### src/rtl/mult_eval_pkg.sv
// Shared types and width helpers for the multiplier error-characterisation sequencer.
package mult_eval_pkg;

  typedef enum logic [1:0] {
    IDLE   = 2'd0,
    DRIVE  = 2'd1,
    SAMPLE = 2'd2,
    DONE   = 2'd3
  } state_e;

  function automatic int pw_of(input int w);
    return 2 * w;
  endfunction

  function automatic int nv_of(input int w);
    return 1 << (2 * w);
  endfunction

  function automatic int sum_w_of(input int w);
    return 4 * w;
  endfunction

  function automatic int cnt_w_of(input int w);
    return 2 * w + 1;
  endfunction

  // clog2(settle+1), never narrower than one bit so the counter always exists
  function automatic int settle_cnt_w(input int settle);
    int w;
    w = 1;
    while ((1 << w) < settle + 1) w++;
    return w;
  endfunction

endpackage

### src/rtl/mult_eval_ed.sv
// Exact unsigned product of the current operands and its absolute distance to the candidate.
module mult_eval_ed
  import mult_eval_pkg::*;
#(
  parameter int W = 2
) (
  input  logic [W-1:0]   a,
  input  logic [W-1:0]   b,
  input  logic [2*W-1:0] cand,
  output logic [2*W-1:0] ed
);

  localparam int PW = pw_of(W);

  logic [PW-1:0] exact;

  always_comb begin
    exact = {{W{1'b0}}, a} * {{W{1'b0}}, b};
    ed    = (cand >= exact) ? (cand - exact) : (exact - cand);
  end

endmodule

### src/rtl/mult_eval_sequencer.sv
// Sweeps all operand pairs through a candidate multiplier and accumulates
// error count, summed error distance and maximum error distance.
module mult_eval_sequencer
  import mult_eval_pkg::*;
#(
  parameter int W      = 2,
  parameter int SETTLE = 1
) (
  input  logic             clk,
  input  logic             rst_n,
  input  logic             start_i,
  input  logic             abort_i,
  output logic             busy_o,
  output logic             done_o,
  output logic             result_valid_o,
  output logic [W-1:0]     op_a_o,
  output logic [W-1:0]     op_b_o,
  input  logic [2*W-1:0]   cand_p_i,
  output logic [2*W:0]     err_count_o,
  output logic [4*W-1:0]   err_sum_o,
  output logic [2*W-1:0]   max_ed_o
);

  localparam int PW    = pw_of(W);
  localparam int SUM_W = sum_w_of(W);
  localparam int CNT_W = cnt_w_of(W);
  localparam int CW    = settle_cnt_w(SETTLE);
  localparam logic [CW-1:0] SETTLE_LAST = CW'((SETTLE > 0) ? SETTLE - 1 : 0);

  state_e             state_q, state_d;
  logic [PW-1:0]      idx_q, idx_d;
  logic [CW-1:0]      cnt_q, cnt_d;
  logic [CNT_W-1:0]   ec_q, ec_d;
  logic [SUM_W-1:0]   es_q, es_d;
  logic [PW-1:0]      me_q, me_d;
  logic               rv_q, rv_d;
  logic [PW-1:0]      ed;

  mult_eval_ed #(.W(W)) u_ed (
    .a    (idx_q[W-1:0]),
    .b    (idx_q[PW-1:W]),
    .cand (cand_p_i),
    .ed   (ed)
  );

  always_ff @(posedge clk or negedge rst_n) begin
    if (!rst_n) begin
      state_q <= IDLE;
      idx_q   <= '0;
      cnt_q   <= '0;
      ec_q    <= '0;
      es_q    <= '0;
      me_q    <= '0;
      rv_q    <= 1'b0;
    end else begin
      state_q <= state_d;
      idx_q   <= idx_d;
      cnt_q   <= cnt_d;
      ec_q    <= ec_d;
      es_q    <= es_d;
      me_q    <= me_d;
      rv_q    <= rv_d;
    end
  end

  always_comb begin
    state_d = state_q;
    idx_d   = idx_q;
    cnt_d   = cnt_q;
    ec_d    = ec_q;
    es_d    = es_q;
    me_d    = me_q;
    rv_d    = rv_q;
    case (state_q)
      IDLE: begin
        if (start_i) begin
          idx_d   = '0;
          cnt_d   = '0;
          ec_d    = '0;
          es_d    = '0;
          me_d    = '0;
          rv_d    = 1'b0;
          state_d = (SETTLE == 0) ? SAMPLE : DRIVE;
        end
      end
      DRIVE: begin
        if (cnt_q == SETTLE_LAST) begin
          cnt_d   = '0;
          state_d = SAMPLE;
        end else begin
          cnt_d = cnt_q + CW'(1);
        end
      end
      SAMPLE: begin
        ec_d = ec_q + CNT_W'(ed != '0);
        es_d = es_q + SUM_W'(ed);
        me_d = (ed > me_q) ? ed : me_q;
        if (idx_q == '1) begin
          rv_d    = 1'b1;
          state_d = DONE;
        end else begin
          idx_d   = idx_q + PW'(1);
          state_d = (SETTLE == 0) ? SAMPLE : DRIVE;
        end
      end
      DONE:    state_d = IDLE;
      default: state_d = IDLE;
    endcase
    // Abort wins over everything in flight, including the final sample.
    if (abort_i && (state_q == DRIVE || state_q == SAMPLE)) begin
      state_d = IDLE;
      idx_d   = '0;
      cnt_d   = '0;
      ec_d    = '0;
      es_d    = '0;
      me_d    = '0;
      rv_d    = 1'b0;
    end
  end

  assign busy_o         = (state_q != IDLE);
  assign done_o         = (state_q == DONE);
  assign result_valid_o = rv_q;
  assign op_a_o         = idx_q[W-1:0];
  assign op_b_o         = idx_q[PW-1:W];
  assign err_count_o    = ec_q;
  assign err_sum_o      = es_q;
  assign max_ed_o       = me_q;

endmodule

### config.mk
export PLATFORM = sky130hd
export DESIGN_NAME = mult_eval_sequencer
export DESIGN_NICKNAME = d
export VERILOG_FILES = /design/src/rtl/mult_eval_pkg.sv /design/src/rtl/mult_eval_ed.sv /design/src/rtl/mult_eval_sequencer.sv
export SDC_FILE = /design/constraint.sdc
export NUM_CORES = 1
export LEC_CHECK = 0
export ABC_AREA = 1
export BUFFER_PORTS_ARGS = -buffer_cell sky130_fd_sc_hd__buf_2
export CAP_MARGIN = 20
export CORE_MARGIN = 5
export CORE_UTILIZATION = 41
export DETAILED_ROUTE_END_ITERATION = 16
export GPL_TIMING_DRIVEN = 1
export SYNTH_ARGS = -nofsm -noshare
export SYNTH_HDL_FRONTEND = slang
export SYNTH_SLANG_ARGS = --single-unit
### constraint.sdc
create_clock -name clk -period 6 [get_ports clk]
set_clock_uncertainty 0.15 [all_clocks]
set_input_delay 0.6 -clock clk [delete_from_list [all_inputs] [get_ports clk]]
set_output_delay 0.6 -clock clk [all_outputs]
set_load 0.05 [all_outputs]
==> results.yml <==
routing:
  drt_iter0_drc: 74
  dr_total_vias: 1627
  post_drt_wl_per_cell_um: 11.86
  drt-pass1-iter-count: 4
  drc_errors: 0
  wl_um: 4044
  ant_nets: 0
  vias_per_cell: 4.771
die:
  die_x_um: 79.29
  dieArea_mm2: 0.006286
  rows: 25
  num_io_pins: 32
  chipHeight_um: 79.29
  fp.coreArea_mm2: 0.004692
  initial_core_util_pct: 41.95
power_and_ir_drop:
  p_seq_share_pct: 26.1
  power_uw: 879.3
  pwr-share-clk_pct: 11.1
  power_density_mw_per_mm2: 398.8
  power.static_leakage_uw: 0.001274
  ir_drop_uv: 398.9
  p_sw_uw: 489.4
  pwr-share-comb_pct: 62.8
  swShare_pct: 55.66
  power.internal_uw: 389.9
yosys:
  yosysSeqAreaShare_pct: 30.51
  yosys.area.top_type_share_pct: 30.51
  netlist_instances: 256
  ys_ff_latch: 24
  synth_area_mm2: 0.001968
  syn_nets: 291
  synthFlopType: "dfrtp_1"
  yosys-top-cells-count: "nand2_1, inv_1, dfrtp_1, ha_1, nand3_1"
  syn_area_per_cell_um2: 7.688
  synth_most_common_cell: "nand2_1"
  yosys.area.top_type: "dfrtp_1"
  async_flop_share_pct: 100.0
  synth_cell_type_count: 31
  synth_edf_count: 0
  synth_area_leaders: "dfrtp_1, ha_1, nand2_1"
  yosysWarningCount: 0
critical_path:
  reg2reg_slack_ns: 2.60
  cp_max_fo: 7
  path_buf_inv: 3
  worst-setup-path-type: "reg -> reg"
  slowest_delay_ns: 0.44
  reg2reg_to: "err_sum_o[6]"
  setup.worst_path.end_class: "register"
  arrival_ns: 3.43
  worst_path_most_repeated_cell: "nand2_1"
  r2r_start: "idx_q[2]"
  path_delay_family: "adder cells"
  cp.depth: 19
  worstPathCellList: "nand2_1 -> inv_1 -> ha_1 -> ha_1 -> ha_1 -> nand2_1 -> inv_1 -> nand2_1 -> nand3_1 -> nand2_1 -> nand2_1 -> inv_1 -> fa_1 -> nor2_1 -> nor2_1 -> nor2_8 -> nand4_2 -> nand2_1 -> nor2_2"
  reg2regPathDepth: 19
  startpoint: "idx_q[2]"
  cpMaxStageDelayCell: "dfrtp_1"
  cp-start-kind: "register"
  worstPathRequired_ns: 6.02
sta:
  tightest_slew_ns: 0.5514
  fmax_mhz: 294.0
  slew_violations: 0
  rsz0062_at_grt: "no"
  report.final.setup_viol: 0
  slew_headroom_pct: 63.24
  setup-tns-final_ns: 0
  hold_violations: 0
  min_period_ns: 3.401
  fin_crit_sh_pct: 56.69
placement:
  numPortBuffers: 31
  placed_cells: 338
  gp_congestion: 0.8457
  dp_hpwl_um: 3194
clock_network:
  cts_root_buffer: "clkbuf_8"
  cts_resized: 0
  clk_latency_ns: 0.27
  cts_num_sinks: 24
  post-cts-setup-buffers: 0
  clk_path_buf_depth: 2
  cts_buffers: 3
  cts_tree: "built"
  htree_levels: 1
  clkTransAtPathRegs_ns: 0.09
  holdBufCountCts: 0
final_layout:
  n_antenna_cell: 0
  register_area_um2: 600.6
  fin_cells: 341
  n_fill_cell: 469
  multi_input_area_mm2: 0.001164
  drive_above_1_share_pct: 18.12
  layout.nets: 324
  areaGrowthSynthToFinish_pct: 12.02
global_route:
  antenna_found_initial: 0
  grt_pass1_vias: 1572
  busiest_layer: "met2"
  grt_use_met3_pct: 2.608
  grt_max_degree: 25
  gr-usage-met2_pct: 24.49
  grt_pass1_wl_um: 7058
  grt_util_met1_pct: 17.45
  grt-ovfl-total: 0
  grtUsageTotal_pct: 13.94
hold_path:
  hp-class: "in -> async"
job:
  maxCapViolCount: 0
run_status:
  status: "finished clean"
logic make-up after synthesis:
| kind of cell | count (synthesis) | synth area share [%] |
|---|---|---|
| xor+xnor | 6 | 2.670 |
| simple gates | 124 | 30.20 |
| fa+ha+maj | 27 | 18.31 |
| buf+inv | 50 | 10.36 |
| compound gates | 25 | 7.947 |
| flops | 24 | 30.52 |
area by class of cell:
cell class / count / share of cell area (%)
multi-input combinational: 182 / 52.78
sequential: 24 / 27.24
inverter: 47 / 8.002
timing repair buffer: 31 / 7.037
tap: 54 / 3.065
clock buffer: 3 / 1.873
state kept, by name (all words and copies together) (netlist names):
signal and count:
err_count_o 5, max_ed_o 4, idx_q 4, state_q 2
result_valid_o 1, err_sum_o 8
power groups by stage:
stage | clock network [uW] | logic, uW | registers (uW)
6_report | 97.6 | 553 | 229
3_5_place_dp | 0 | 557 | 233
4_1_cts | 102 | 559 | 229
2_1_floorplan | 0 | 372 | 321
5_1_grt | 108 | 613 | 235
3_3_place_gp | 0 | 555 | 232
stage by stage:
stage	instance area (um^2)	hold slack, ns	setup slack, ns	util (%)
2_1_floorplan	1968	0.1544	2.591	-
3_3_place_gp	2163	0.3189	2.727	46.11
3_5_place_dp	2163	0.3263	2.635	46.11
4_1_cts	2205	0.1815	2.622	46.99
5_1_grt	2205	0.2000	2.317	46.99
6_report	2205	0.1566	2.599	46.99
worst max path at each step:
stage	slack, ns	end
6_report	2.60	err_sum_o[6]
5_1_grt	2.32	err_sum_o[6]
4_1_cts	2.62	err_sum_o[4]
3_5_place_dp	2.63	err_sum_o[4]
3_3_place_gp	2.73	err_sum_o[4]
2_1_floorplan	2.59	err_sum_o[4]
cell usage in the layout (no fill, tap or decap), drive strengths merged:
cell type  instances
o31ai              1
buf               31
xnor2              2
inv               47
fa                 3
dfrtp             24
a21oi             11
nand3             26
o211ai             1
nand4              2
nor2              24
clkbuf             3
xor2               4
o21ai              9
nand3b             3
o22ai              1
nand2             69
ha                24
a32o               2
metal layers:
layer | share of wire [%] | vias to the layer above | wire [um]
li1 | - | 873 | -
met1 | 47 | 719 | 1906
met2 | 48 | 33 | 1921
met3 | 5.0 | 2 | 202
met4 | 0.32 | 0 | 13
met5 | 0 | - | 0
Power figures use the tool's default switching activity.
